<file path="src/rtl/intersection_pkg.sv">
// rtl/intersection_pkg.sv - Shared state codes, lamp constants and lamp decode for the intersection controller
//
// Contents:
//   state_t       - FSM state codes 0..6 (code 7 is illegal)
//   LIGHT_*       - {red, yellow, green} lamp encodings
//   lamps_t       - registered lamp bundle driven by the top
//   decode_lamps  - lamp pattern for a given state
package intersection_pkg;

    typedef enum logic [2:0] {
        MAIN_GREEN  = 3'd0,
        MAIN_YELLOW = 3'd1,
        ALL_RED_1   = 3'd2,
        PED_WALK    = 3'd3,
        SIDE_GREEN  = 3'd4,
        SIDE_YELLOW = 3'd5,
        ALL_RED_2   = 3'd6
    } state_t;

    localparam logic [2:0] LIGHT_RED    = 3'b100;
    localparam logic [2:0] LIGHT_YELLOW = 3'b010;
    localparam logic [2:0] LIGHT_GREEN  = 3'b001;

    typedef struct packed {
        logic [2:0] main_light;
        logic [2:0] side_light;
        logic       ped_walk;
    } lamps_t;

    // Anything unrecognised shows the main-green pattern, matching where the
    // FSM recovers to.
    function automatic lamps_t decode_lamps(input state_t s);
        lamps_t l;
        l = '{main_light: LIGHT_GREEN, side_light: LIGHT_RED, ped_walk: 1'b0};
        case (s)
            MAIN_GREEN:  l = '{main_light: LIGHT_GREEN,  side_light: LIGHT_RED,    ped_walk: 1'b0};
            MAIN_YELLOW: l = '{main_light: LIGHT_YELLOW, side_light: LIGHT_RED,    ped_walk: 1'b0};
            ALL_RED_1:   l = '{main_light: LIGHT_RED,    side_light: LIGHT_RED,    ped_walk: 1'b0};
            PED_WALK:    l = '{main_light: LIGHT_RED,    side_light: LIGHT_RED,    ped_walk: 1'b1};
            SIDE_GREEN:  l = '{main_light: LIGHT_RED,    side_light: LIGHT_GREEN,  ped_walk: 1'b0};
            SIDE_YELLOW: l = '{main_light: LIGHT_RED,    side_light: LIGHT_YELLOW, ped_walk: 1'b0};
            ALL_RED_2:   l = '{main_light: LIGHT_RED,    side_light: LIGHT_RED,    ped_walk: 1'b0};
            default:     l = '{main_light: LIGHT_GREEN,  side_light: LIGHT_RED,    ped_walk: 1'b0};
        endcase
        return l;
    endfunction

endpackage

</file>
<file path="src/rtl/intersection_controller_tick_prescaler.sv">
// rtl/intersection_controller_tick_prescaler.sv - Divides the system clock down to a one-cycle 1-second tick
//
// Ports:
//   clock_100mhz - system clock
//   rst_n_i      - asynchronous active-low reset
//   clear_i      - restart the count from 0 (phase change)
//   tick_o       - high for one cycle when the count reaches TICK_DIV-1
module tick_prescaler #(
    parameter int TICK_DIV = 100_000_000
) (
    input  logic clock_100mhz,
    input  logic rst_n_i,
    input  logic clear_i,
    output logic tick_o
);

    localparam int CW = (TICK_DIV > 2) ? $clog2(TICK_DIV) : 1;
    localparam logic [CW-1:0] LAST = CW'(TICK_DIV - 1);

    logic [CW-1:0] count;

    always_ff @(posedge clock_100mhz or negedge rst_n_i) begin
        if (!rst_n_i) begin
            count <= '0;
        end else if (clear_i || count == LAST) begin
            count <= '0;
        end else begin
            count <= count + 1'b1;
        end
    end

    assign tick_o = (count == LAST);

endmodule

</file>
<file path="src/rtl/intersection_controller.sv">
// rtl/intersection_controller.sv - Traffic-light sequencer for main road, side road and pedestrian crossing
//
// Ports:
//   clock_100mhz     - system clock
//   rst_n_i          - asynchronous active-low reset
//   pressed_button_i - pedestrian request (may be held high)
//   side_car_i       - side-road vehicle present (level)
//   main_light_o     - main-road {red, yellow, green}
//   side_light_o     - side-road {red, yellow, green}
//   ped_walk_o       - pedestrian walk lamp
//   ped_request_o    - pedestrian request pending
//   side_request_o   - side request pending
//   state_o          - current state code
//   seconds_left_o   - seconds remaining in the current phase
module intersection_controller
    import intersection_pkg::*;
#(
    parameter int TICK_DIV     = 100_000_000,
    parameter int MIN_GREEN    = 10,
    parameter int T_YELLOW     = 3,
    parameter int T_ALL_RED    = 2,
    parameter int T_GREEN_SIDE = 15,
    parameter int T_PED_WALK   = 10,
    parameter int CNT_W        = 8
) (
    input  logic             clock_100mhz,
    input  logic             rst_n_i,
    input  logic             pressed_button_i,
    input  logic             side_car_i,
    output logic [2:0]       main_light_o,
    output logic [2:0]       side_light_o,
    output logic             ped_walk_o,
    output logic             ped_request_o,
    output logic             side_request_o,
    output logic [2:0]       state_o,
    output logic [CNT_W-1:0] seconds_left_o
);

    state_t           state, state_next;
    logic [CNT_W-1:0] secs, secs_next;
    logic             tick;
    logic             changing;
    logic             button_q;
    logic             ped_req, side_req;
    lamps_t           lamps_q;

    function automatic logic [CNT_W-1:0] phase_len(input state_t s);
        case (s)
            MAIN_YELLOW, SIDE_YELLOW: return CNT_W'(T_YELLOW);
            ALL_RED_1, ALL_RED_2:     return CNT_W'(T_ALL_RED);
            PED_WALK:                 return CNT_W'(T_PED_WALK);
            SIDE_GREEN:               return CNT_W'(T_GREEN_SIDE);
            default:                  return CNT_W'(MIN_GREEN);
        endcase
    endfunction

    assign changing = (state_next != state);

    tick_prescaler #(.TICK_DIV(TICK_DIV)) u_prescaler (
        .clock_100mhz (clock_100mhz),
        .rst_n_i      (rst_n_i),
        .clear_i      (changing),
        .tick_o       (tick)
    );

    always_ff @(posedge clock_100mhz or negedge rst_n_i) begin
        if (!rst_n_i) begin
            state <= MAIN_GREEN;
            secs  <= CNT_W'(MIN_GREEN);
        end else begin
            state <= state_next;
            secs  <= secs_next;
        end
    end

    // Timed phases end on the tick that would take the counter from 1 to 0,
    // so each lasts exactly T ticks. Main green instead parks at 0 and waits
    // for a request.
    always_comb begin
        state_next = state;
        secs_next  = secs;
        case (state)
            MAIN_GREEN: begin
                if (secs == '0) begin
                    if (ped_req || side_req) state_next = MAIN_YELLOW;
                end else if (tick) begin
                    secs_next = secs - 1'b1;
                end
            end
            MAIN_YELLOW, ALL_RED_1, PED_WALK, SIDE_GREEN, SIDE_YELLOW, ALL_RED_2: begin
                if (tick) begin
                    if (secs == CNT_W'(1)) begin
                        case (state)
                            MAIN_YELLOW: state_next = ALL_RED_1;
                            ALL_RED_1:   state_next = ped_req  ? PED_WALK :
                                                      side_req ? SIDE_GREEN : MAIN_GREEN;
                            PED_WALK:    state_next = ALL_RED_2;
                            SIDE_GREEN:  state_next = SIDE_YELLOW;
                            SIDE_YELLOW: state_next = ALL_RED_2;
                            default:     state_next = MAIN_GREEN;
                        endcase
                    end else begin
                        secs_next = secs - 1'b1;
                    end
                end
            end
            default: state_next = MAIN_GREEN;
        endcase
        if (state_next != state) secs_next = phase_len(state_next);
    end

    // Request latches: clear on entry to the serving phase beats any set in
    // the same cycle. A held button only counts its rising edge.
    always_ff @(posedge clock_100mhz or negedge rst_n_i) begin
        if (!rst_n_i) begin
            button_q <= 1'b0;
            ped_req  <= 1'b0;
            side_req <= 1'b0;
        end else begin
            button_q <= pressed_button_i;
            if (state_next == PED_WALK && state != PED_WALK) begin
                ped_req <= 1'b0;
            end else if (pressed_button_i && !button_q && state != PED_WALK) begin
                ped_req <= 1'b1;
            end
            if (state_next == SIDE_GREEN && state != SIDE_GREEN) begin
                side_req <= 1'b0;
            end else if (side_car_i && state != SIDE_GREEN && state != SIDE_YELLOW) begin
                side_req <= 1'b1;
            end
        end
    end

    // Lamps are registered from the next state so they change on the same
    // edge as the state register.
    always_ff @(posedge clock_100mhz or negedge rst_n_i) begin
        if (!rst_n_i) begin
            lamps_q <= '{main_light: LIGHT_GREEN, side_light: LIGHT_RED, ped_walk: 1'b0};
        end else begin
            lamps_q <= decode_lamps(state_next);
        end
    end

    assign main_light_o   = lamps_q.main_light;
    assign side_light_o   = lamps_q.side_light;
    assign ped_walk_o     = lamps_q.ped_walk;
    assign ped_request_o  = ped_req;
    assign side_request_o = side_req;
    assign state_o        = state;
    assign seconds_left_o = secs;

endmodule

</file>
<file path="config.mk">
export PLATFORM = sky130hd
export DESIGN_NAME = intersection_controller
export DESIGN_NICKNAME = d
export VERILOG_FILES = /design/src/rtl/intersection_pkg.sv /design/src/rtl/intersection_controller_tick_prescaler.sv /design/src/rtl/intersection_controller.sv
export SDC_FILE = /design/constraint.sdc
export NUM_CORES = 1
export LEC_CHECK = 0
export ABC_AREA = 1
export BUFFER_PORTS_ARGS = -buffer_cell sky130_fd_sc_hd__buf_2
export CAP_MARGIN = 20
export CORE_ASPECT_RATIO = 1.1
export CORE_UTILIZATION = 55
export CTS_BUF_LIST = sky130_fd_sc_hd__clkbuf_8
export CTS_CLUSTER_DIAMETER = 80
export DETAILED_ROUTE_END_ITERATION = 16
export PLACE_DENSITY_LB_ADDON = 0.2
export SYNTH_ARGS = -nofsm -noshare
export SYNTH_HDL_FRONTEND = slang
export SYNTH_HIERARCHICAL = 1
export SYNTH_SLANG_ARGS = --single-unit
</file>
<file path="constraint.sdc">
create_clock -name clock_100mhz -period 6.7 [get_ports clock_100mhz]
set_clock_uncertainty 0.1 [all_clocks]
set_input_delay 0.335 -clock clock_100mhz [delete_from_list [all_inputs] [get_ports clock_100mhz]]
set_output_delay 0.335 -clock clock_100mhz [all_outputs]
set_load 0.02 [all_outputs]
</file>
==> run_results.csv <==
group,metric,value,unit
timing,slew_viol_final,0,
pwr,ir_drop,0.000145,V
pwr,switching_share,31.3,%
place,port_buffers,23,
die,num_rows,27,
critical_path,cp-end-kind,"flop",
pwr,power.leakage,1.52,nW
logic_synthesis,avgSynthCellArea,7.58,um2
place,place_congestion,0.892,
routing,ant_nets,0,
cts,root_buffer,"clkbuf_8",
cts,htreeDepth,2,
timing,rsz0062_at_grt,"no",
pwr,internal_power,0.484,mW
timing,worstMarginPinSlew,0.712,ns
critical_path,r2r_setup_slack,3.56,ns
timing,period_minus_slack,3.14,ns
routing,drc,0,
critical_path,critPathArrivalTime,3.27,ns
status,status,"complete, no violations",
timing,period_share,46.9,%
logic_synthesis,synth_common_cells,"nand2_1 (99), nor2_1 (82), dfrtp_1 (44)",
worst_hold_path,min_from,"pressed_button_i",
logic_synthesis,ys_dominant_reg_cell,"dfrtp_1",
cts,cts_resized,0,
die,start_util,58.2,%
logic_synthesis,async_flop_share,100,%
logic_synthesis,synth-seq-cells,48,
grt,antenna_found_initial,0,
cts,cts_tree,"built",
critical_path,cp_max_fo,27,
timing,hold_violations,0,
finish,fill_cells,456,
place,dpl_cell_area,3110,um2
routing,vias,2510,
cts,insertion_delay,0.30,ns
timing,worst_slack,3.56,ns
critical_path,slowest_delay,0.65,ns
pwr,p_clk_share,30.5,%
logic_synthesis,netlist_instances,389,
pwr,comb_power_share,19.4,%
grt,grt_max_degree,49,
critical_path,r2r_end,"u_prescaler/count[25]",
timing,timing.setup.tns,0,ns
place,hpwl,4.73,mm
cts,path_clk_slew,0.09,ns
grt,grt_overflow_total,0,
finish,final_layout_size_suffix_gt1_share,19.3,%
logic_synthesis,syn-num-nets,397,
die,num_io_pins,24,
logic_synthesis,synth_top_area_share,37.4,%
routing,drt_iter0_drc,130,
logic_synthesis,synth.most_common_cell,"nand2_1",
pwr,p_per_area,216,nW/um2
grt,grt_pass1_wl,10.8,mm
logic_synthesis,synth_edf_count,0,
critical_path,cp_common_cell,"nand2_4",
logic_synthesis,yosysSeqAreaShare,40.9,%
timing,fmax,319,MHz
routing,wl,6.16,mm
logic_synthesis,yosysWarnings,6,
critical_path,required,6.83,ns
routing,first_pass_iters,4,
timing,slew_headroom,52.1,%
logic_synthesis,yosysTopAreaCell,"dfrtp_1",
routing,vias_per_cell,5.25,
cts,cts_buffers,5,
critical_path,ff2ff_path_depth,15,
finish,nets,427,
worst_hold_path,hold_class,"in -> reg",
pwr,p_seq_share,50.1,%
grt,grt_pass1_vias,2523,
cts,clock_path_buffers,2,
critical_path,cpMaxStageDelayCell,"nor4_1",
timing,setup_viol,0,
grt,grt_util_all_layers,24.3,%
critical_path,cp-start-kind,"flop",
cts,clock-sinks,48,
die,fp.dieH,78.8,um
finish,diodes,0,
die,core,5070,um2
logic_synthesis,synth_cell_types,34,
worst_hold_path,min_to,"button_q",
finish,final_area,3260,um2
critical_path,critPathKind,"reg -> reg",
place,pre_cts_ws,3.59,ns
logic_synthesis,synth_area,2950,um2
die,die_w,71.8,um
finish,synthToLayoutAreaGrowth,10.5,%
critical_path,cp_cell_sequence,"ha_1 -> nand3_2 -> inv_2 -> nand2_4 -> nor4_1 -> nand3_2 -> nand2_1 -> nand3_4 -> nand2_4 -> nand2_2 -> nand2_4 -> nand2_4 -> inv_1 -> nand2_4 -> a21oi_1",
pwr,p_sw,0.221,mW
logic_synthesis,ys_top_cells_by_area,"dfrtp_1 (37%), nand2_1 (13%), nor2_1 (10%), xor2_1 (4.8%), inv_1 (4.6%)",
critical_path,path_buf_inv,2,
critical_path,cpLargestDelayFamily,"simple AND/OR/NAND/NOR gates",
routing,wire_per_inst,12.9,um
die,dieArea,5660,um2
job,maxCapViolCount,0,
worst_hold_path,whs_path_depth,1,
critical_path,worstReg2RegStart,"u_prescaler/count[0]",
[through the flow]
step | utilization, % | cells | hold slack, ns | total power, mW
6_report | 64.3 | 478 | 0.0460 | 0.705
5_1_grt | 64.3 | 478 | 0.0323 | 0.745
4_1_cts | 63.7 | 476 | 0.0437 | 0.706
3_5_place_dp | 61.4 | 468 | 0.363 | 0.494
3_3_place_gp | 61.4 | 468 | 0.357 | 0.489
2_1_floorplan | - | 389 | -0.0606 | 0.459
[power groups by stage]
stage | clock, mW | combinational, mW | sequential (mW)
2_1_floorplan | 0 | 0.0993 | 0.359
3_3_place_gp | 0 | 0.132 | 0.357
3_5_place_dp | 0 | 0.135 | 0.358
4_1_cts | 0.218 | 0.136 | 0.352
5_1_grt | 0.228 | 0.159 | 0.358
6_report | 0.215 | 0.137 | 0.353
[cell usage in the layout (no fill, tap or decap), types with 5 or more instances in the layout]
cell and count:
nand3_1 22, xor2_1 16, o21ai_1 5, nand2_4 5, nor2_2 6, dfrtp_1 44, xnor2_1 6, buf_2 23
clkbuf_8 5, inv_2 7, nor2_1 82, nand4_1 8, nand2_2 9, nand2_1 99, inv_1 36, nor2_4 5
nand3_2 7
[per-layer routing]
layer	routed length [um]	GRT usage, %
met5	0	0
met1	2610	28.3
met4	126	9.22
met3	196	3.81
met2	3230	44.5
[worst max path at each step]
stage                               startpoint                     to  slack, ns  cells after the start
final                     u_prescaler/count[0]  u_prescaler/count[25]       3.56                     15
after global routing      u_prescaler/count[0]  u_prescaler/count[25]       3.31                     15
after CTS                 u_prescaler/count[0]  u_prescaler/count[25]       3.56                     15
after detailed placement  u_prescaler/count[0]  u_prescaler/count[17]       3.59                     15
after global placement    u_prescaler/count[0]  u_prescaler/count[25]       3.76                     15
after floorplan           u_prescaler/count[0]  u_prescaler/count[15]       4.01                     16
[logic make-up after synthesis]
kind of cell / Yosys count / share of synthesized area (%)
adder cells (fa/ha/maj): 4 / 1.70
AO/OA/AOI/OAI: 18 / 4.07
AND/OR/NAND/NOR: 249 / 39.9
XOR/XNOR: 22 / 6.54
buffers and inverters: 48 / 6.88
flip-flops: 48 / 40.9
[area by class of cell]
| cell class | instances | area, um2 | share of cell area (%) |
|---|---|---|---|
| Clock buffer | 5 | 68.8 | 2.11 |
| Inverter | 46 | 180 | 5.53 |
| Timing Repair Buffer | 25 | 145 | 4.45 |
| Tap cell | 58 | 72.6 | 2.23 |
| Clock inverter | 3 | 46.3 | 1.42 |
| Sequential cell | 48 | 1210 | 37.0 |
| Multi-Input combinational cell | 293 | 1540 | 47.2 |
[timing repair]
action                    CTS  global route
buffers inserted            0             0
hold buffers                0             1
hold endpoints to repair    0            13
[registers in the layout (all words and copies together), names as in the netlist]
register and flops:
side_light_o 3, button_q 1, ped_request_o 1, u_prescaler/count 27
seconds_left_o 8, ped_walk_o 1, main_light_o 3, state_o 3
side_request_o 1
No activity file was read; power rests on OpenSTA's default activity.
